`src/rtl/unidad_condicional.sv`:
```
// Execute-stage conditional unit: holds NZCV, evaluates the ARM condition field against it,
// gates register/memory/PC writes and registers the result into the writeback pipeline register.
module unidad_condicional #(
    parameter int unsigned N     = 32,
    parameter int unsigned CNT_W = 8
) (
    input  logic             clk,
    input  logic             rst,
    input  logic             valid_in,
    input  logic [N-1:0]     resultado_in,
    input  logic             flagNegativo,
    input  logic             flagCero,
    input  logic             flagOverflow,
    input  logic             flagCarry,
    input  logic [3:0]       cond,
    input  logic             set_flags,
    input  logic             reg_write,
    input  logic             mem_write,
    input  logic             pc_src,
    input  logic             stall,
    input  logic             flush,
    output logic             cond_ex,
    output logic             valid_out,
    output logic [N-1:0]     resultado_out,
    output logic             reg_write_out,
    output logic             mem_write_out,
    output logic             pc_src_out,
    output logic [3:0]       flags_q,
    output logic [CNT_W-1:0] anuladas
);

    localparam int unsigned FLAG_W = 4;
    localparam int unsigned BIT_N  = 3;
    localparam int unsigned BIT_Z  = 2;
    localparam int unsigned BIT_C  = 1;
    localparam int unsigned BIT_V  = 0;

    logic             f_n, f_z, f_c, f_v;
    logic             adv, pass, load;
    logic             valid_q, valid_d;
    logic [N-1:0]     resultado_q, resultado_d;
    logic             reg_write_q, reg_write_d;
    logic             mem_write_q, mem_write_d;
    logic             pc_src_q, pc_src_d;
    logic [FLAG_W-1:0] flags_d;
    logic [CNT_W-1:0] anuladas_q, anuladas_d;

    assign f_n = flags_q[BIT_N];
    assign f_z = flags_q[BIT_Z];
    assign f_c = flags_q[BIT_C];
    assign f_v = flags_q[BIT_V];

    // Condition evaluation always uses the committed flags, never the incoming ALU flags
    always_comb begin
        cond_ex = 1'b0;
        unique case (cond)
            4'b0000: cond_ex = f_z;
            4'b0001: cond_ex = !f_z;
            4'b0010: cond_ex = f_c;
            4'b0011: cond_ex = !f_c;
            4'b0100: cond_ex = f_n;
            4'b0101: cond_ex = !f_n;
            4'b0110: cond_ex = f_v;
            4'b0111: cond_ex = !f_v;
            4'b1000: cond_ex = f_c && !f_z;
            4'b1001: cond_ex = !f_c || f_z;
            4'b1010: cond_ex = (f_n == f_v);
            4'b1011: cond_ex = (f_n != f_v);
            4'b1100: cond_ex = !f_z && (f_n == f_v);
            4'b1101: cond_ex = f_z || (f_n != f_v);
            4'b1110: cond_ex = 1'b1;
            default: cond_ex = 1'b0;
        endcase
    end

    assign adv  = valid_in && !stall && !flush;
    assign pass = adv && cond_ex;
    // Flush overrides stall so the squashed slot drains instead of holding
    assign load = !stall || flush;

    always_comb begin
        valid_d     = valid_q;
        resultado_d = resultado_q;
        reg_write_d = reg_write_q;
        mem_write_d = mem_write_q;
        pc_src_d    = pc_src_q;
        flags_d     = flags_q;
        anuladas_d  = anuladas_q;

        if (load) begin
            valid_d     = valid_in && !flush;
            resultado_d = resultado_in;
            reg_write_d = reg_write && pass;
            mem_write_d = mem_write && pass;
            pc_src_d    = pc_src && pass;
        end

        if (pass && set_flags) begin
            flags_d = {flagNegativo, flagCero, flagCarry, flagOverflow};
        end

        // Saturating squash counter: stops at all-ones
        if (adv && !cond_ex && (anuladas_q != {CNT_W{1'b1}})) begin
            anuladas_d = anuladas_q + CNT_W'(1);
        end
    end

    always_ff @(posedge clk) begin
        if (rst) begin
            valid_q     <= 1'b0;
            resultado_q <= '0;
            reg_write_q <= 1'b0;
            mem_write_q <= 1'b0;
            pc_src_q    <= 1'b0;
            flags_q     <= '0;
            anuladas_q  <= '0;
        end else begin
            valid_q     <= valid_d;
            resultado_q <= resultado_d;
            reg_write_q <= reg_write_d;
            mem_write_q <= mem_write_d;
            pc_src_q    <= pc_src_d;
            flags_q     <= flags_d;
            anuladas_q  <= anuladas_d;
        end
    end

    assign valid_out     = valid_q;
    assign resultado_out = resultado_q;
    assign reg_write_out = reg_write_q;
    assign mem_write_out = mem_write_q;
    assign pc_src_out    = pc_src_q;
    assign anuladas      = anuladas_q;

endmodule

```
`config.mk`:
```
export PLATFORM = sky130hd
export DESIGN_NAME = unidad_condicional
export DESIGN_NICKNAME = d
export VERILOG_FILES = /design/src/rtl/unidad_condicional.sv
export SDC_FILE = /design/constraint.sdc
export NUM_CORES = 1
export LEC_CHECK = 0
export ABC_CLOCK_PERIOD_IN_PS = 4150
export CAP_MARGIN = 40
export CORE_MARGIN = 3
export CORE_UTILIZATION = 44
export CTS_CLUSTER_DIAMETER = 60
export DETAILED_ROUTE_END_ITERATION = 10
export MAX_ROUTING_LAYER = met4
export PLACE_DENSITY_LB_ADDON = 0.25
export SLEW_MARGIN = 10
export SYNTH_ARGS = -nofsm -noshare
export SYNTH_HDL_FRONTEND = slang
export SYNTH_SLANG_ARGS = --single-unit
```
`constraint.sdc`:
```
create_clock -name clk -period 4.15 [get_ports clk]
set_clock_uncertainty 0.1 [all_clocks]
set_input_delay 0.83 -clock clk [delete_from_list [all_inputs] [get_ports clk]]
set_output_delay 0.83 -clock clk [all_outputs]
set_load 0.01 [all_outputs]
```
After elaboration in Yosys (flattened, before gate mapping)
Index checks and enable logic that the tools add are counted.
{"block": "word_totals", "ff_bits": 48, "in_bits": 49, "elab_cells": 49}
{"block": "op_classes", "addsub": 1, "eq_ne": 17, "mux": 1, "reduce_logical": 23}
{"cell": "4-bit == test (second input constant)", "n": 7}
{"cell": "4-bit by 3-bit == test with 1-bit output (second input constant)", "n": 4}
{"cell": "1-bit one-hot mux with 15 select lines", "n": 1}
{"cell": "1-bit logical AND", "n": 12}
{"cell": "8-bit by 1-bit adder with 8-bit output (second input constant)", "n": 1}
{"cell": "4-bit by 2-bit == test with 1-bit output (second input constant)", "n": 2}
{"cell": "8-bit != test (second input constant)", "n": 1}
{"cell": "1-bit logical NOT", "n": 7}
{"cell": "4-bit by 1-bit == test with 1-bit output (second input constant)", "n": 1}
{"cell": "4-bit logical NOT", "n": 1}
{"cell": "1-bit logical OR", "n": 3}
{"cell": "1-bit == test", "n": 1}
{"cell": "1-bit != test", "n": 1}

Longest topological paths before layout
{"block": "logic_depth", "word_depth": 6, "depth_mapped": 6}

Worst setup path after synthesis
OpenSTA, ideal clock, no wires.
{"block": "synth_timing", "path_type": "input -> output", "start": "input cond[3]", "end": "output cond_ex", "arrival_time_ns": 1.911, "required_ns": 3.220, "setup_slack_ns": 1.309, "path_stages": 5, "n_path_buf": 1, "cell_sequence": "or2_2 a221oi_1 a21oi_2 buf_6 or2_4"}
{"block": "synth_via", "elab_chain_cells": 2, "elab_cells_between_ends": 16, "classes_between": "eq/ne (14); mux (1); reduce/logical (1)"}
{"item": "from (decl)", "line_no": "15", "rtl": "input logic [3:0] cond,"}
{"item": "4-bit == test (tied with other cells)", "line_no": "56", "rtl": "unique case (cond)"}
{"item": "1-bit one-hot mux with 15 select lines *", "line_no": "56"}
{"item": "to (decl)", "line_no": "22", "rtl": "output logic cond_ex,"}
Every way passes the cells marked *; elsewhere a longest branch is shown, timed or not.

Worst setup path after layout
Ends and elaborated chain as after synthesis.

==> results.tsv <==
stage	metric	value	unit
status	status	complete, no violations	
logic_synthesis	Post-Syn Nets	300	
logic_synthesis	post-synth cell types	41	
logic_synthesis	ys async rst share	0	%
global_route	vias in the first global route	1868	
logic_synthesis	syn avg cell area	8.36	um2
layout	area of the multi-input gates	1050	um2
power	total power	1.06	mW
logic_synthesis	Mapped Cells	250	
global_route	total track usage	19.7	%
placed_design	Placed Cells	390	
layout	antenna cell count	0	
global_route	first-pass GRT wire length	8360	um
clocking	CTS Buf Count	5	
logic_synthesis	cell with the most instances after synthesis	nand2_1	
timing	Max Clock Freq	0.263	GHz
layout	register area	961	um2
logic_synthesis	Post-Syn Area	2090	um2
layout	design area	3220	um2
setup_path	worst path required time	3220	ps
timing	Setup Viol. Count Final	0	
global_route	total grt overflow	0	
clocking	CTS root buffer	clkbuf_8	
logic_synthesis	top cells by area, synth	dfxtp_1 46%, nand2_1 14%, a21oi_1 8.6%, mux2_1 3.2%, mux2i_1 2.9%	
global_route	antenna violations before repair	0	
clocking	CTS tree	yes	
die	DIE AREA	5610	um2
power	Leak	1.26	nW
layout	layout cells sized above 1	8.12	%
clocking	Clk pin slew, worst setup/hold paths	80	ps
detailed_routing	DRT antenna net count	0	
logic_synthesis	Synth area leader	dfxtp_1	
setup_path	CP arrival	2870	ps
die	Initial Util	46.7	%
die	I/O pins	98	
detailed_routing	final WL	5410	um
logic_synthesis	share of the synthesized area in the top cell type	46.0	%
logic_synthesis	Syn. warnings	0	
clocking	Setup Fix Bufs, Post-CTS	0	
detailed_routing	Pre-Repair DR Iteration Count	4	
layout	final cell count without fillers	397	
timing	Max-slew headroom	51.3	%
timing	worst hold slack	352	ps
logic_synthesis	predominant post-synthesis flop cell	dfxtp_1	
die	Die X	74.9	um
flow_run	Max Cap Viol	0	
setup_path	Worst setup EP type	primary output	
placed_design	GPL Wtd Cong	0.774	
clocking	# clock sinks	48	
die	die height	74.9	um
power	maximum vdd drop	0.157	mV
placed_design	Port Buf Inserts	97	
clocking	depth of the CTS H-tree	2	
clocking	count of cells resized by post-cts repair	0	
logic_synthesis	Post-synth EDFFs	0	
timing	min Tclk post-route	3800	ps
global_route	largest net degree at the start of global routing	50	
timing	Slew @ Worst Pin	726	ps
clocking	Hold Buf Count CTS	0	
timing	Final Max Tran Viols	0	
placed_design	Placed Area	3090	um2
placed_design	post-DP HPWL	3900	um
timing	unrepaired setup endpoints after global routing	false	
setup_path	WS Path Type	primary input to primary output	
detailed_routing	DRC errors left	0	
power	PD cells	328	nW/um2
die	Core Box Area	4470	um2
layout	Syn-to-layout area delta	54.2	%
clocking	CTS max path bufs	2	
hold_path	Hold WC Path Type	register to register	
timing	Final Hold Fails	0	
timing	Tcrit/Tclk final	91.6	%
logic_synthesis	top cells by count, synth	77 x nand2_1, 48 x dfxtp_1, 36 x a21oi_1	
setup_path	CP Max Fanout	8	
clocking	clk_lat worst skew	290	ps
layout	NumNets Final	395	
logic_synthesis	sequential area share after synthesis	46.0	%
die	Core Rows	24	
timing	Setup TNS	0	ps
setup_path	crit start category	primary input	
detailed_routing	Vias	2051	
detailed_routing	vias per inst	5.17	
detailed_routing	DR iter-0 viols	94	
detailed_routing	wire per inst	13.6	um
logic_synthesis	Synth Register Bits	48	
layout	# fillers	368	
cell families (layout without fill, tap and decap cells):
kind of cell,Yosys count,in the layout,synth area share (%)
DFF,48,48,46.0
AOI/OAI and AO/OA,50,50,14.6
xor gates and xnor gates,2,2,0.838
adders and majority gates,1,1,0.599
buffers and inverters,17,112,3.77
and+or+nand+nor,119,119,27.5
muxes,13,13,6.65
critical path: stages:
cell and delay (ps):
clkdlybuf4s50_1 540, or2_2 330, a221oi_1 340, a21oi_2 80
or2_4 280, clkdlybuf4s50_1 480
stage by stage:
stage / setup WS (ps) / util [%]
6_report: 349 / 72.0
5_1_grt: 217 / 72.0
4_1_cts: 373 / 72.0
3_5_place_dp: 385 / 69.1
3_3_place_gp: 440 / 69.1
2_1_floorplan: 1310 / -
path summary, 6_finish.rpt:
kind	from	cells past startpoint	endpoint	slack, ps
max	cond[3]	6	cond_ex	350
min	resultado_out[1]	2	resultado_out[1]	350
max reg2reg	flags_q[0]	6	anuladas[2]	1940
min reg2reg	resultado_out[1]	2	resultado_out[1]	350
sequential cells by signal, indices dropped and copies added, names as in the netlist:
| signal | cells |
|---|---|
| anuladas | 8 |
| resultado_out | 32 |
| reg_write_out | 1 |
| flags_q | 4 |
| mem_write_out | 1 |
| pc_src_out | 1 |
| valid_out | 1 |
report_power, final:
| part | total, mW | switching [mW] | internal (mW) |
|---|---|---|---|
| Sequential | 0.492 | 0.0106 | 0.481 |
| Clock | 0.387 | 0.150 | 0.237 |
| Combinational | 0.176 | 0.0760 | 0.100 |
| Total | 1.06 | 0.237 | 0.819 |
layer usage:
layer  vias up  global-route usage (%)  routed length, um
met1       932                    22.9               2370
met2        78                    34.1               2600
li1       1036                       -                  -
met3         5                    3.87                393
met4         0                    5.93                 48
met5         -                       -                  0
cell type report:
| class | instances | area share, % |
|---|---|---|
| multi-input cells | 185 | 32.7 |
| repair buffers | 102 | 31.1 |
| flip-flops and latches | 48 | 29.8 |
| clock buffers | 5 | 2.14 |
| well taps | 52 | 2.02 |
| clock inverters | 2 | 1.86 |
| inverters | 3 | 0.350 |
cell usage in the layout (no fill, tap or decap), drive strengths merged, types with 2 or more instances in the layout:
| master | count |
|---|---|
| or2 | 2 |
| nor4b | 3 |
| mux2 | 7 |
| buf | 6 |
| nand2b | 2 |
| o21ai | 2 |
| nor2b | 9 |
| clkdlybuf4s50 | 96 |
| o311ai | 2 |
| nand2 | 77 |
| a221oi | 2 |
| nand3 | 4 |
| clkbuf | 5 |
| dfxtp | 48 |
| a21oi | 37 |
| nor2 | 9 |
| bufinv | 2 |
| or3b | 2 |
| mux2i | 6 |
| o211ai | 4 |
| nor4 | 3 |
| and3 | 2 |
| inv | 2 |
| nor3 | 2 |
Power figures use the tool's default switching activity.
